==> config.mk <==
export PLATFORM = sky130hd
export DESIGN_NAME = multi_reg_sequencer
export DESIGN_NICKNAME = d
export VERILOG_FILES = /design/src/rtl/multi_reg_sequencer.sv
export SDC_FILE = /design/constraint.sdc
export NUM_CORES = 1
export LEC_CHECK = 0
export CAP_MARGIN = 40
export CORE_UTILIZATION = 51
export DETAILED_ROUTE_END_ITERATION = 10
export GPL_ROUTABILITY_DRIVEN = 0
export PLACE_DENSITY = 0.8
export SYNTH_ARGS = -nofsm -noshare
export SYNTH_HDL_FRONTEND = slang
export SYNTH_SLANG_ARGS = --single-unit
export TNS_END_PERCENT = 20
==> constraint.sdc <==
create_clock -name clk -period 6.63 [get_ports clk]
set_input_delay 0.663 -clock clk [delete_from_list [all_inputs] [get_ports clk]]
set_output_delay 0.663 -clock clk [all_outputs]
set_load 0.05 [all_outputs]
==> src/rtl/multi_reg_sequencer.sv <==
// Thumb PUSH/POP multi-register sequencer: walks the register list lowest-first, issues one
// word access per register, writes loaded registers back, then updates SP (and PC on POP).
module multi_reg_sequencer #(
    parameter logic [3:0] SP_IDX = 4'd13,
    parameter int         WORD   = 32
) (
    input  logic            clk,
    input  logic            rst,
    input  logic            start,
    input  logic [1:0]      push_pop,
    input  logic [9:0]      list_in,
    input  logic [WORD-1:0] sp_in,
    output logic [3:0]      rd_addr,
    input  logic [WORD-1:0] rd_data,
    output logic [3:0]      w_reg_addr,
    output logic            w_reg_en,
    output logic [WORD-1:0] w_reg_in,
    output logic            mem_req,
    output logic            mem_we,
    output logic [WORD-1:0] mem_addr,
    output logic [WORD-1:0] mem_wdata,
    input  logic            mem_ack,
    input  logic [WORD-1:0] mem_rdata,
    output logic [9:0]      list_remaining,
    output logic            busy,
    output logic            done,
    output logic [2:0]      state_dbg
);

    typedef enum logic [2:0] {
        S_IDLE  = 3'd0,
        S_SETUP = 3'd1,
        S_XFER  = 3'd2,
        S_SP_WB = 3'd3,
        S_PC_WB = 3'd4,
        S_DONE  = 3'd5
    } state_t;

    state_t          state_q, state_d;
    logic            push_q, push_d;
    logic [9:0]      list_q, list_d;
    logic [WORD-1:0] sp_q, sp_d;
    logic [WORD-1:0] addr_q, addr_d;
    logic [WORD-1:0] new_sp_q, new_sp_d;
    logic            pc_pend_q, pc_pend_d;
    logic [WORD-1:0] pc_data_q, pc_data_d;
    logic            wb_pend_q, wb_pend_d;
    logic [3:0]      wb_addr_q, wb_addr_d;
    logic [WORD-1:0] wb_data_q, wb_data_d;

    logic [3:0]      cur_bit;
    logic [3:0]      cur_idx;
    logic [3:0]      list_cnt;
    logic [WORD-1:0] byte_off;
    logic [9:0]      list_next;
    logic            start_ok;
    logic [9:0]      masked_list;

    // Lowest set bit of the remaining list, mapped to the architectural register index.
    always_comb begin
        cur_bit = 4'd0;
        for (int i = 9; i >= 0; i--) begin
            if (list_q[i]) cur_bit = 4'(i);
        end
        if (cur_bit == 4'd8)      cur_idx = 4'd14;
        else if (cur_bit == 4'd9) cur_idx = 4'd15;
        else                      cur_idx = cur_bit;
    end

    always_comb begin
        list_cnt = 4'd0;
        for (int i = 0; i < 10; i++) begin
            list_cnt = list_cnt + {3'd0, list_q[i]};
        end
        byte_off = {{(WORD-6){1'b0}}, list_cnt, 2'b00};
    end

    assign list_next   = list_q & (list_q - 10'd1);
    assign start_ok    = start && ((push_pop == 2'b01) || (push_pop == 2'b10));
    assign masked_list = (push_pop == 2'b01) ? (list_in & 10'h1FF) : (list_in & 10'h2FF);

    always_comb begin
        state_d   = state_q;
        push_d    = push_q;
        list_d    = list_q;
        sp_d      = sp_q;
        addr_d    = addr_q;
        new_sp_d  = new_sp_q;
        pc_pend_d = pc_pend_q;
        pc_data_d = pc_data_q;
        wb_pend_d = 1'b0;
        wb_addr_d = wb_addr_q;
        wb_data_d = wb_data_q;
        case (state_q)
            S_IDLE: begin
                if (start_ok) begin
                    state_d   = S_SETUP;
                    push_d    = (push_pop == 2'b01);
                    list_d    = masked_list;
                    sp_d      = sp_in;
                    pc_pend_d = 1'b0;
                end
            end
            S_SETUP: begin
                if (push_q) begin
                    addr_d   = sp_q - byte_off;
                    new_sp_d = sp_q - byte_off;
                end else begin
                    addr_d   = sp_q;
                    new_sp_d = sp_q + byte_off;
                end
                state_d = (list_q == 10'd0) ? S_DONE : S_XFER;
            end
            S_XFER: begin
                if (mem_ack) begin
                    list_d = list_next;
                    addr_d = addr_q + WORD'(4);
                    if (!push_q) begin
                        if (cur_idx == 4'd15) begin
                            pc_pend_d = 1'b1;
                            pc_data_d = mem_rdata;
                        end else begin
                            wb_pend_d = 1'b1;
                            wb_addr_d = cur_idx;
                            wb_data_d = mem_rdata;
                        end
                    end
                    if (list_next == 10'd0) state_d = S_SP_WB;
                end
            end
            // A load write-back still pending owns the write port; SP waits one cycle.
            S_SP_WB: begin
                if (!wb_pend_q) state_d = pc_pend_q ? S_PC_WB : S_DONE;
            end
            S_PC_WB: state_d = S_DONE;
            S_DONE:  state_d = S_IDLE;
            default: state_d = S_IDLE;
        endcase
    end

    always_ff @(posedge clk) begin
        if (rst) begin
            state_q   <= S_IDLE;
            push_q    <= 1'b0;
            list_q    <= '0;
            sp_q      <= '0;
            addr_q    <= '0;
            new_sp_q  <= '0;
            pc_pend_q <= 1'b0;
            pc_data_q <= '0;
            wb_pend_q <= 1'b0;
            wb_addr_q <= '0;
            wb_data_q <= '0;
        end else begin
            state_q   <= state_d;
            push_q    <= push_d;
            list_q    <= list_d;
            sp_q      <= sp_d;
            addr_q    <= addr_d;
            new_sp_q  <= new_sp_d;
            pc_pend_q <= pc_pend_d;
            pc_data_q <= pc_data_d;
            wb_pend_q <= wb_pend_d;
            wb_addr_q <= wb_addr_d;
            wb_data_q <= wb_data_d;
        end
    end

    always_comb begin
        w_reg_en   = 1'b0;
        w_reg_addr = 4'd0;
        w_reg_in   = '0;
        if (wb_pend_q) begin
            w_reg_en   = 1'b1;
            w_reg_addr = wb_addr_q;
            w_reg_in   = wb_data_q;
        end else if (state_q == S_SP_WB) begin
            w_reg_en   = 1'b1;
            w_reg_addr = SP_IDX;
            w_reg_in   = new_sp_q;
        end else if (state_q == S_PC_WB) begin
            w_reg_en   = 1'b1;
            w_reg_addr = 4'd15;
            w_reg_in   = pc_data_q;
        end
    end

    assign mem_req        = (state_q == S_XFER);
    assign mem_we         = mem_req && push_q;
    assign mem_addr       = addr_q;
    assign mem_wdata      = mem_we ? rd_data : '0;
    assign rd_addr        = cur_idx;
    assign list_remaining = list_q;
    assign busy           = (state_q != S_IDLE);
    assign done           = (state_q == S_DONE);
    assign state_dbg      = state_q;

endmodule

## Yosys cells after proc, flatten, opt, wreduce, memory -nomap -nowiden

Index checks and enable logic that the tools add are counted.

| word-level totals | value |
|---|---|
| flip-flop bits (word level) | 180 |
| word-level logic and storage cells | 105 |
| memories | 0 |
| RAM bits | 0 |
| input bits | 112 |
| latch bits | 0 |
| memory bits (read-only) | 0 |
| output and inout bits | 122 |

| cells by class | value |
|---|---|
| magnitude comparators | 0 |
| shift operators | 0 |
| $mul | 0 |
| bitwise operators | 5 |
| reductions and logical operators | 17 |
| mux-type cells | 43 |
| add/subtract/negate cells | 13 |
| equal/unequal tests | 16 |
| div/mod/pow operators | 0 |

Operators by type and width:

| cell | count |
|---|---|
| 2-to-1 mux 32 bit | 7 |
| one-hot mux 32 bit (2 select lines) | 1 |
| 2-to-1 mux 4 bit | 15 |
| adder 32 x 3 -> 32 bit (second input constant) | 1 |
| adder 32 x 6 -> 32 bit | 1 |
| subtractor 32 x 6 -> 32 bit | 1 |
| 2-to-1 mux 10 bit | 3 |
| adder 4 x 1 -> 4 bit | 6 |
| logical NOT 10 bit | 2 |
| one-hot mux 10 bit (2 select lines) | 1 |
| 2-to-1 mux 3 bit | 5 |
| one-hot mux 3 bit (5 select lines) | 1 |
| == test 4 bit (second input constant) | 3 |
| AND reduction 4 bit | 3 |
| AND 10 bit | 1 |
| subtractor 10 x 1 -> 10 bit (second input constant) | 1 |
| 2-to-1 mux 1 bit | 9 |
| == test 3 x 2 -> 1 bit (second input constant) | 2 |
| == test 3 bit (second input constant) | 2 |
| != test 2 x 1 -> 1 bit (second input constant) | 3 |
| != test 2 bit (second input constant) | 3 |
| AND reduction 5 bit | 1 |
| adder 3 x 1 -> 4 bit | 1 |
| inverter 1 bit | 4 |
| 14 further kinds | 17 |

## Logic depth before layout (Yosys ltp)

Gate-level depths: netlist of the first run.

| logic depth | value |
|---|---|
| word-level depth | 18 |
| mapped depth | 17 |
| gate-level depth less buffers | 16 |

## Least setup slack after synthesis of the first run

OpenSTA, ideal clock, no wires.

| timing | value |
|---|---|
| path kind | flip-flop to flip-flop |
| from | register list_q[0] (netlist: list_remaining[0]) |
| to | register addr_q[11] (netlist: mem_addr[11]) |
| period minus slack after synthesis | 5113 ps |
| data arrival time | 4999 ps |
| stages on the path, launching flop included | 15 |
| library setup time | 115 ps |
| setup slack | 1517 ps |
| path through | dfxtp_1 -> inv_1 -> fa_1 -> fa_1 -> fa_1 -> inv_1 -> ha_1 -> fa_1 -> ha_1 -> nor2_1 -> o311ai_0 -> nand2_1 -> nor3_1 -> xnor2_1 -> a2111oi_0 |

| on the way | value |
|---|---|
| longest elaborated chain between the ends | 12 |

Ends and longest elaborated chain:

| item | RTL line | source |
|---|---|---|
| start, declared | 41 | `logic [9:0] list_q, list_d;` |
| start signal, assigned | 157 | `list_q <= list_d;` |
| adder 1 x 1 -> 2 bit | 73 | `list_cnt = list_cnt + {3'd0, list_q[i]};` |
| adder 2 x 1 -> 3 bit | 73 |  |
| adder 3 x 1 -> 4 bit | 73 |  |
| adder 4 x 1 -> 4 bit (6 in series) | 73 |  |
| subtractor 32 x 6 -> 32 bit | 106 | `addr_d = sp_q - byte_off;` |
| 2-to-1 mux 32 bit | 105 | `if (push_q) begin` |
| one-hot mux 32 bit (2 select lines) | 94 | `case (state_q)` |
| end signal, assigned | 159 | `addr_q <= addr_d;` |
| end, declared | 43 | `logic [WORD-1:0] addr_q, addr_d;` |

Every way passes these cells.
A chain may end at the register's enable or synchronous reset.

## Worst setup path after layout of the first run

| timing | value |
|---|---|
| from | register list_q[0] (netlist: list_remaining[0]) |
| to | register new_sp_q[28] |

| on the way | value |
|---|---|
| longest elaborated chain between the ends | 11 |
| elaborated cells between the ends (all ways) | 12 |

Ends and longest elaborated chain:

| item | RTL line | source |
|---|---|---|
| adder 1 x 1 -> 2 bit (*) | 73 |  |
| adder 2 x 1 -> 3 bit (*) | 73 |  |
| adder 3 x 1 -> 4 bit (*) | 73 |  |
| adder 4 x 1 -> 4 bit (*) (6 in series) | 73 |  |
| adder 32 x 6 -> 32 bit / subtractor 32 x 6 -> 32 bit (equally long branches) | 110, 107 |  |
| 2-to-1 mux 32 bit (*) | 105 |  |
| end signal, assigned | 160 | `new_sp_q <= new_sp_d;` |
| end, declared | 44 | `logic [WORD-1:0] new_sp_q, new_sp_d;` |

Every way passes the cells marked *; elsewhere a longest branch is shown, timed or not.

==> results of run 1 <==
==> power by group <==
group          leakage (nW)  switching, W  internal, W  total, W
logic                  2.83       0.00106     0.000559   0.00162
clock network         0.288      0.000449     0.000573   0.00102
registers              1.46      0.000185      0.00119   0.00138
==> cells in the final DEF, fill, tap and decap left out, types with 10 or more instances in the layout <==
cell type	netlist	final
a22oi_1	41	41
a211oi_1	13	13
nor4_1	18	18
buf_4	0	16
dfxtp_1	180	179
nand4_1	12	12
nor2_1	101	98
inv_1	35	35
clkdlybuf4s50_1	0	232
or4_1	10	10
clkbuf_16	0	17
ha_1	15	15
nor3_1	34	34
nand2_1	173	173
xor2_1	21	21
and3_1	42	42
xnor2_1	22	22
a21oi_1	138	138
or3_1	10	10
mux2i_1	35	35
nand3_1	61	61
a31oi_1	13	13
o21ai_0	109	109
==> flip-flops by register name, indices dropped and copies added (netlist names) <==
register	flops
list_remaining	10
pc_pend_q	1
state_dbg	3
pc_data_q	32
sp_q	32
new_sp_q	32
wb_pend_q	1
wb_addr_q	4
wb_data_q	32
push_q	1
mem_addr	32
==> cell families after synthesis <==
logic type | Yosys count
and+or+nand+nor | 513
AOI/OAI and AO/OA | 387
DFF | 180
buffers and inverters | 155
xor gates and xnor gates | 43
muxes | 39
adders and majority gates | 23
==> area by class of cell <==
| class | count | area, um2 |
|---|---|---|
| clock buffer | 20 | 447 |
| tap | 265 | 332 |
| timing repair buffer | 254 | 2560 |
| fill | 1664 | 6310 |
| clock inverter | 12 | 141 |
| inverter | 35 | 131 |
| sequential | 180 | 3600 |
| multi-input combinational | 1005 | 6000 |
==> per-stage QoR <==
stage / setup slack (ns) / utilization
after floorplan: 1.52 / -
after global placement: 1.72 / 0.640
after detailed placement: 1.72 / 0.646
after CTS: 1.63 / 0.677
after global routing: 1.29 / 0.677
final: 1.52 / 0.677
==> per-layer routing <==
metal  wire, um  GRT usage  up-vias
met5          0          0        -
met4       1190      0.131        0
met3       3350     0.0633      103
met2      14900      0.505      618
met1      13900      0.456     5078
li1           -          -     5103
==> worst max-delay path, delay by kind of cell, from the launching register on <==
| kind | cells | cell delay [ns] |
|---|---|---|
| DFF | 1 | 0.47 |
| xor gates and xnor gates | 1 | 0.19 |
| buffers and inverters | 2 | 0.18 |
| AOI/OAI and AO/OA | 3 | 0.47 |
| and+or+nand+nor | 3 | 1.24 |
| adders and majority gates | 6 | 2.48 |
==> worst max-delay path by stage <==
stage          depth (start not counted)  slack [ns]            to               from
6_report                              15        1.52  new_sp_q[28]  list_remaining[0]
5_1_grt                               17        1.29  mem_addr[14]  list_remaining[0]
4_1_cts                               15        1.63  new_sp_q[28]  list_remaining[0]
3_5_place_dp                          15        1.72  new_sp_q[26]  list_remaining[0]
3_3_place_gp                          17        1.72  mem_addr[14]  list_remaining[0]
2_1_floorplan                         14        1.52  mem_addr[11]  list_remaining[0]
==> qor.txt, run 1 <==
initial antenna violation count: 0
DP Area: 12600 um2
CTS clk-pin slew, worst paths: 0.07 ns
Synth warnings: 0
CP cell instances: inv_1 -> fa_1 -> fa_1 -> fa_1 -> inv_1 -> ha_1 -> fa_1 -> xor2_1 -> ha_1 -> a21o_1 -> a21oi_1 -> nor4_1 -> a22oi_1 -> or3_1 -> nand3_1
max cap viols: 0
hold path start: mem_addr[0]
CP max-delay cell: nor4_1
post-synthesis mux area share: 0.0388
Tightest Hold Check Type: reg2reg
Adder-Cell Fraction of Synth Area: 0.0341
R2R Setup Slk: 1.52 ns
critical setup path kind: reg2reg
die width: 143 um
Final Instance Area: 13200 um2
syn_nets: 1475
final hold vios: 0
CTS tree: yes
fmax: 196 MHz
Final nets: 1628
Initial Util: 0.522
unrepaired setup endpoints after global routing: no
R2R cell count: 15
layout cells sized above 1: 0.0491
CTS H-Tree Depth: 4
Synth Area in Simple Gates: 0.246
largest family of logic cells by synthesized area: simple AND/OR/NAND/NOR gates
Post-Syn Area: 10200 um2
WHS: 0.455 ns
worst-path fanout max: 9
ANT cells: 0
status: complete, no violations
Root Buffer: clkbuf_16
vias per cell: 6.16
Post-DP HPWL: 23700 um
fin crit period: 5.11 ns
fraction of registers with async set/reset: 0
# IOs: 234
top-area cell type share of the netlist area: 0.353
CP arrival: 5.49 ns
maximum clock path buffer count: 2
total congestion overflow: 0
area grow syn2layout: 29.5%
Compound-Gate Fraction of Synth Area: 0.229
Reg-to-Reg End: new_sp_q[28]
xor and xnor area share after synthesis: 0.0369
sequential area share after synthesis: 0.353
peak supply drop: 0.198 mV
CTS Buf Count: 17
Slew headroom: 0.438
Rows: 51
Hold Buf Count CTS: 0
Worst Setup Start Kind: flop
Setup Viol. Count Final: 0
Worst Setup End Kind: flop
Die Ht: 143 um
Unique masters post-synth: 72
Max Slew Vio Count: 0
WP data required: 7.01 ns
Synth area leader: dfxtp_1
# clock sinks: 180
R2R Path Start: list_remaining[0]
Synth area leaders: dfxtp_1, a21oi_1, nand2_1
Slew @ Worst Pin: 0.836 ns
pwr dens: 304 nW/um2
Most common cell on crit path: fa_1
Final period util: 0.771
Port-buffer cells: 233
global-route wire length before repair: 53400 um
syn_area_per_cell: 7.61 um2
Pwr Total: 0.00402 W
leakage power: 4.57 nW
number of remaining DRC errors: 0
hold path cells: 2
Setup Skew: 0.0125 ns
dpl cells: 1739
non-filler cells in the finished layout: 1771
die area: 20600 um2
Post-synth EDFFs: 0
gr usage total: 0.330
Worst Hold End: mem_addr[0]
post-route ant nets: 0
Post-Route WL: 33400 um
Syn Inst Count: 1340
worst skew pair latency: 0.44 ns
PostCTS Resize Cnt: 0
vias in the first global route: 9914
Commonest cells post-synth: dfxtp_1, nand2_1, a21oi_1
Top FF cell, synth: dfxtp_1
Post-CTS Setup Bufs: 0
core area: 19500 um2
slowest cell delay on critical path: 0.78 ns
DR pass1 iterations: 6
per-cell routed wire length: 18.9 um
count leader, synth: dfxtp_1
initial DRC count: 1461
Setup TNS: 0 ns
Vias: 10900
synthesis-stage register bit count: 180
largest net degree at the start of global routing: 73
No activity file was read; power rests on OpenSTA's default activity.
==> run 2, diff against run 1 <==
clock period = 5.3 ns   (was 6.63 ns; I/O delays follow)
==> qor.txt, run 2 (synthesis results as in run 1) <==
initial DRC count: 1314
fin crit period: 5.06 ns
worst-path fanout max: 9
PostCTS Resize Cnt: 0
critical setup path kind: reg2reg
largest net degree at the start of global routing: 76
Final Instance Area: 13200 um2
Final WS setup: 0.244 ns
Tightest Hold Check Type: reg2reg
initial antenna violation count: 0
hold path cells: 2
peak supply drop: 0.279 mV
WP data required: 5.65 ns
Port-buffer cells: 233
Final period util: 0.954
CP arrival: 5.40 ns
Slew headroom: 0.453
R2R Path Start: list_remaining[3]
Setup Skew: 0.0109 ns
slowest cell delay on critical path: 0.55 ns
leakage power: 4.61 nW
commonest cells after routing, fill and taps aside: clkdlybuf4s50_1, dfxtp_1, nand2_1, a21oi_1, o21ai_0
most common cell after layout, fill and taps aside: clkdlybuf4s50_1
register area: 3600 um2
total congestion overflow: 0
die width: 143 um
Setup TNS: 0 ns
number of remaining DRC errors: 0
Most common cell on crit path: fa_1
vias in the first global route: 10000
Pwr Total: 0.00507 W
Max Slew Vio Count: 0
final hold vios: 0
status: complete, no violations
die area: 20600 um2
DR pass1 iterations: 6
CP max-delay cell: fa_1
per-cell routed wire length: 19.2 um
max cap viols: 0
area grow syn2layout: 29.8%
Rows: 51
ANT cells: 0
layout cells sized above 1: 0.0542
Vias: 11000
CP cell instances: inv_1 -> fa_1 -> fa_1 -> fa_1 -> inv_1 -> ha_1 -> fa_1 -> fa_1 -> o21ba_2 -> o211ai_1 -> buf_4 -> nor4_1 -> xor2_1 -> nand2_1 -> a31oi_1
fmax: 198 MHz
Root Buffer: clkbuf_16
Final nets: 1635
Die Ht: 143 um
CP Launch Point: list_remaining[3]
Core Util, Final: 0.678
final-layout fill cell count: 1664
Worst Setup Start Kind: flop
core area: 19500 um2
CTS H-Tree Depth: 4
DP Area: 12700 um2
hold path start: sp_q[1]
Post-DP HPWL: 23900 um
Worst Setup End Kind: flop
R2R cell count: 15
post-route ant nets: 0
Initial Util: 0.522
global-route wire length before repair: 53700 um
# clock sinks: 180
vias per cell: 6.19
worst skew pair latency: 0.43 ns
maximum clock path buffer count: 2
Slew @ Worst Pin: 0.813 ns
CTS tree: yes
footprint of the multi-input gates: 5990 um2
# IOs: 234
CTS Buf Count: 17
CTS clk-pin slew, worst paths: 0.07 ns
Hold Buf Count CTS: 0
gr usage total: 0.334
pwr dens: 383 nW/um2
Setup Viol. Count Final: 0
unrepaired setup endpoints after global routing: no
Post-Route WL: 34200 um
Place WS: 0.293 ns
[run 2: through the flow]
step,hold slack [ns],std cells
5_1_grt,0.477,1778
2_1_floorplan,0.425,1340
6_report,0.460,1778
3_3_place_gp,0.445,1740
3_5_place_dp,0.451,1746
4_1_cts,0.461,1778
[run 2: worst paths after layout]
check | end | slack [ns]
worst max-delay path | mem_addr[18] | 0.24
worst min-delay path | sp_q[1] | 0.46
worst max register to register | mem_addr[18] | 0.24
worst min register to register | sp_q[1] | 0.46
[run 2: power by group]
part	switching, W	total [W]	internal [W]
Sequential	0.000233	0.00173	0.00149
Combinational	0.00135	0.00207	0.000716
Clock	0.000558	0.00127	0.000714
[run 2: metal layers]
layer  routed length (um)  track usage
met1                14300        0.461
met2                15600        0.517
met3                 3260       0.0663
met4                 1060        0.119
met5                    0            0
[run 2: area by class of cell]
| class | instances | area share |
|---|---|---|
| clock buffers | 18 | 0.0332 |
| flip-flops and latches | 180 | 0.272 |
| well taps | 265 | 0.0250 |
| clock inverters | 14 | 0.0112 |
| multi-input cells | 1005 | 0.453 |
| repair buffers | 261 | 0.196 |
| inverters | 35 | 0.00992 |
[run 2: what timing repair did]
| action | CTS | global route |
|---|---|---|
| setup buffers | 0 | 0 |
| endpoints found under the hold margin | 0 | 0 |
| setup endpoints to repair | 0 | 2 |
[run 2: critical path, delay by kind of cell (launching register included)]
family	cells	cell delay (ns)
flip-flops	1	0.46
buffers and inverters	3	0.44
adder cells (fa/ha/maj)	6	2.69
AND/OR/NAND/NOR	2	0.18
AO/OA/AOI/OAI	3	0.99
XOR/XNOR	1	0.21
==> run 3, diff against run 2 <==
CORE_UTILIZATION = 25   (was 51)
PLACE_DENSITY = 0.45   (was 0.8)
==> qor.txt, run 3 (synthesis results as in run 1) <==
Rows: 73
Tightest Hold Check Type: in2reg
CP max-delay cell: fa_1
Switching Share: 0.430
Setup Skew: 0.0126 ns
internal power: 0.00298 W
fmax: 202 MHz
Setup Viol. Count Final: 0
Worst Setup Start Kind: flop
area grow syn2layout: 34.1%
pwr dens: 381 nW/um2
CP arrival: 5.29 ns
unrepaired setup endpoints after global routing: no
Port-buffer cells: 233
Worst Setup End Kind: flop
post-route ant nets: 0
Setup TNS: 0 ns
core area: 40000 um2
Logic pwr share: 0.399
footprint of the multi-input gates: 6000 um2
initial DRC count: 839
Hold Buf Count CTS: 0
clock share of power: 0.267
maximum clock path buffer count: 2
CTS Buf Count: 17
DP Area: 13100 um2
Initial Util: 0.255
total congestion overflow: 0
WP data required: 5.64 ns
die width: 204 um
ANT cells: 0
Max Slew Vio Count: 0
Root Buffer: clkbuf_16
CP delay by family, top: adder cells
final hold vios: 0
worst-path fanout max: 12
sequential power share: 0.334
per-cell routed wire length: 19.8 um
max cap viols: 0
Slew headroom: 0.353
Die Ht: 204 um
die area: 41600 um2
worst skew pair latency: 0.45 ns
commonest cells after routing, fill and taps aside: clkdlybuf4s50_1, dfxtp_1, nand2_1, a21oi_1, o21ai_0
Post-Route WL: 40400 um
leakage power: 4.66 nW
CTS H-Tree Depth: 4
register area: 3600 um2
Critical path buffers and inverters: 3
Post-DP HPWL: 29200 um
Most common cell on crit path: fa_1
status: complete, no violations
Final Instance Area: 13700 um2
number of remaining DRC errors: 0
initial antenna violation count: 0
most common cell after layout, fill and taps aside: clkdlybuf4s50_1
vias in the first global route: 10000
largest net degree at the start of global routing: 92
CP cell instances: inv_1 -> fa_1 -> fa_1 -> fa_1 -> inv_1 -> ha_1 -> fa_1 -> fa_1 -> o21ba_2 -> o211ai_1 -> buf_4 -> nor2_1 -> a32oi_1 -> nor3_1 -> a221o_1
Slew @ Worst Pin: 0.962 ns
CTS clk-pin slew, worst paths: 0.07 ns
# IOs: 234
Final period util: 0.934
Post-CTS Setup Bufs: 0
Final nets: 1639
gr usage total: 0.195
Vias: 10500
fin crit period: 4.95 ns
layout cells sized above 1: 0.0574
global-route wire length before repair: 62500 um
DR pass1 iterations: 5
CTS tree: yes
# clock sinks: 180
slowest cell delay on critical path: 0.55 ns
peak supply drop: 0.246 mV
critical setup path kind: reg2reg
vias per cell: 5.14
Final WS setup: 0.350 ns
P_sw: 0.00225 W
Place WS: 0.432 ns
final-layout fill cell count: 4255
PostCTS Resize Cnt: 0
## run 3: changes by cell type in the layout (fill, tap and decap cells not counted), sizes merged
cell / delta
inv: +2
buf: +4
clkinv: -3
bufinv: +1
clkinvlp: -1
clkbuf: +1
## run 3: layout make-up
type                       count  share of cell area
multi-input combinational   1005               0.438
sequential                   180               0.263
timing repair buffer         265               0.195
tap                          525              0.0480
clock buffer                  19              0.0324
clock inverter                13              0.0136
inverter                      35             0.00960
## run 3: metal layers
| layer | vias up | track usage | share of wire |
|---|---|---|---|
| li1 | 5141 | - | - |
| met1 | 5024 | 0.282 | 0.48 |
| met2 | 311 | 0.302 | 0.45 |
| met3 | 28 | 0.0281 | 0.050 |
| met4 | 0 | 0.0461 | 0.013 |
| met5 | - | 0 | 0 |
## run 3: worst paths after layout
check / start / end / slack (ns) / cells past startpoint
setup / recovery: list_remaining[3] / new_sp_q[30] / 0.35 / 15
hold / removal: rst / sp_q[22] / 0.40 / 2
setup reg to reg: list_remaining[3] / new_sp_q[30] / 0.35 / 15
hold reg to reg: mem_addr[0] / mem_addr[0] / 0.45 / 2
## run 3: power groups by stage
stage,Clock [W],Combinational (W),Sequential [W]
3_3_place_gp,0,0.00205,0.00177
4_1_cts,0.00144,0.00209,0.00174
6_report,0.00140,0.00208,0.00174
3_5_place_dp,0,0.00208,0.00177
5_1_grt,0.00149,0.00226,0.00177
2_1_floorplan,0,0.00113,0.00189
## run 3: through the flow
step	instances	power (W)	util	hold WS, ns
finish	2042	0.00522	0.342	0.400
global route	2042	0.00552	0.342	0.389
CTS	2042	0.00527	0.342	0.375
detailed placement	2010	0.00385	0.326	0.447
global placement	2003	0.00382	0.323	0.447
floorplan	1340	0.00302	-	0.425
## run 3: worst reg2reg max path, delay by kind of cell, from the launching register on
family | cells | cell delay (ns)
fa+ha+maj | 6 | 2.70
flops | 1 | 0.47
buf+inv | 3 | 0.39
compound gates | 4 | 1.07
simple gates | 2 | 0.23
==> edit: new RTL, flow settings as in run 1 <==
Take the reset off `sp_q` and load it in a clocked block of its own.
--- a/src/rtl/multi_reg_sequencer.sv
+++ b/src/rtl/multi_reg_sequencer.sv
@@ -143,7 +143,6 @@
             state_q   <= S_IDLE;
             push_q    <= 1'b0;
             list_q    <= '0;
-            sp_q      <= '0;
             addr_q    <= '0;
             new_sp_q  <= '0;
             pc_pend_q <= 1'b0;
@@ -155,7 +154,6 @@
             state_q   <= state_d;
             push_q    <= push_d;
             list_q    <= list_d;
-            sp_q      <= sp_d;
             addr_q    <= addr_d;
             new_sp_q  <= new_sp_d;
             pc_pend_q <= pc_pend_d;
@@ -164,6 +162,10 @@
             wb_addr_q <= wb_addr_d;
             wb_data_q <= wb_data_d;
         end
+    end
+
+    always_ff @(posedge clk) begin
+        sp_q <= sp_d;
     end
 
     always_comb begin
Behaviour: same outputs for any inputs over 4 cycles, from zero or initial values and one cycle with rst high; that may be too few to reach the edited logic, so the function may still have changed.
==> edit against run 1 <==
Area after synthesis fell by 1.4%; sequential cell count unchanged; via count shrank 5.3%; design area decreased by 1.1%; critical endpoint is now new_sp_q[22]$_SDFFE_PP0P_; sequential share of layout area increased by 2.7 points; critical path type unchanged; worst setup slack got worse by 260 ps; clock power rose by 4%; count of clock-buffer cells in the layout shrank 1; maximum frequency shrank 4.9%; total power grew 21%; largest power group unchanged; cell count is 6.0% lower; wire length shrank 2.9%.
==> edit: results (changes against run 1) <==
Status
  • Status: complete, no violations

Worst setup path
  • Slowest cell on the critical path: fa_1
  • Crit path max fanout: 10 (+1)

Global route
  • Grt met2 use: 0.5070 (+0.002367)
  • GRT met1 Usage: 0.4268 (-0.02884)
  • Global-route wire length before repair: 51.27 mm (-4.0%)
  • Number of global-route vias before repair: 9705 (-2.1%)
  • GR Util All Layers: 0.3223 (-0.007674)

Finish
  • Inverters, non-clock: 37 (+5.7%)
  • Multi-input gates: 903 (-10%)
  • Clock-cell share: 0.04663 (+0.002113)
  • Multi-input logic area: 0.005587 sq mm (-6.9%)
  • # fillers: 1600 (-3.8%)

Logic synthesis
  • EDFF count, synth: 32 (+32)
  • Sequential fraction of the synthesis area: 0.3900 (+0.03675)
  • Mux cell area share after synthesis: 0.04315 (+0.004394)
  • Adder-cell share of the synthesized area: 0.03656 (+0.002464)
  • Synth Area in Compound Gates: 0.2037 (-0.02492)
  • Synth unique cells: 78 (+8.3%)

Power
  • Leakage power: 4.501 nW (-1.6%)
  • Clock power frac: 0.218 (-0.036)
  • Worst vdd ir: 0.2628 mV (+33%)

Drt
  • DR WL met3: 3.037 mm (-9.3%)
  • Iteration-0 DRC count of the detailed router: 1199 (-18%)
  • Routed vias/inst: 6.207 (+0.84%)

Placed design
  • Final HPWL DP: 22.17 mm (-6.4%)

Min path
  • Hold endpoint: new_sp_q[17]$_SDFFE_PP0P_
## edit: cell count changes after synthesis, sizes merged, moves of 8 or more
| cell | run 1 | this run |
|---|---|---|
| nand2 | 173 | 98 |
| a21oi | 139 | 94 |
| dfxtp | 180 | 148 |
| edfxtp | 0 | 32 |
| clkbuf | 101 | 87 |
| nand3 | 61 | 72 |
| nor3 | 34 | 45 |
| nand4 | 12 | 21 |
| xnor2 | 22 | 14 |
## edit: per-stage QoR
step | instance area, sq um | instances | total power [W] | utilization | setup WS [ps]
detailed placement | 12460 | 1632 | 0.003759 | 0.6423 | 1413
global route | 13070 | 1664 | 0.005077 | 0.6737 | 1024
CTS | 13070 | 1664 | 0.004820 | 0.6737 | 1320
floorplan | 10060 | 1223 | 0.003028 | - | 1392
global placement | 12400 | 1629 | 0.003725 | 0.6392 | 1532
finish | 13070 | 1664 | 0.004847 | 0.6737 | 1259
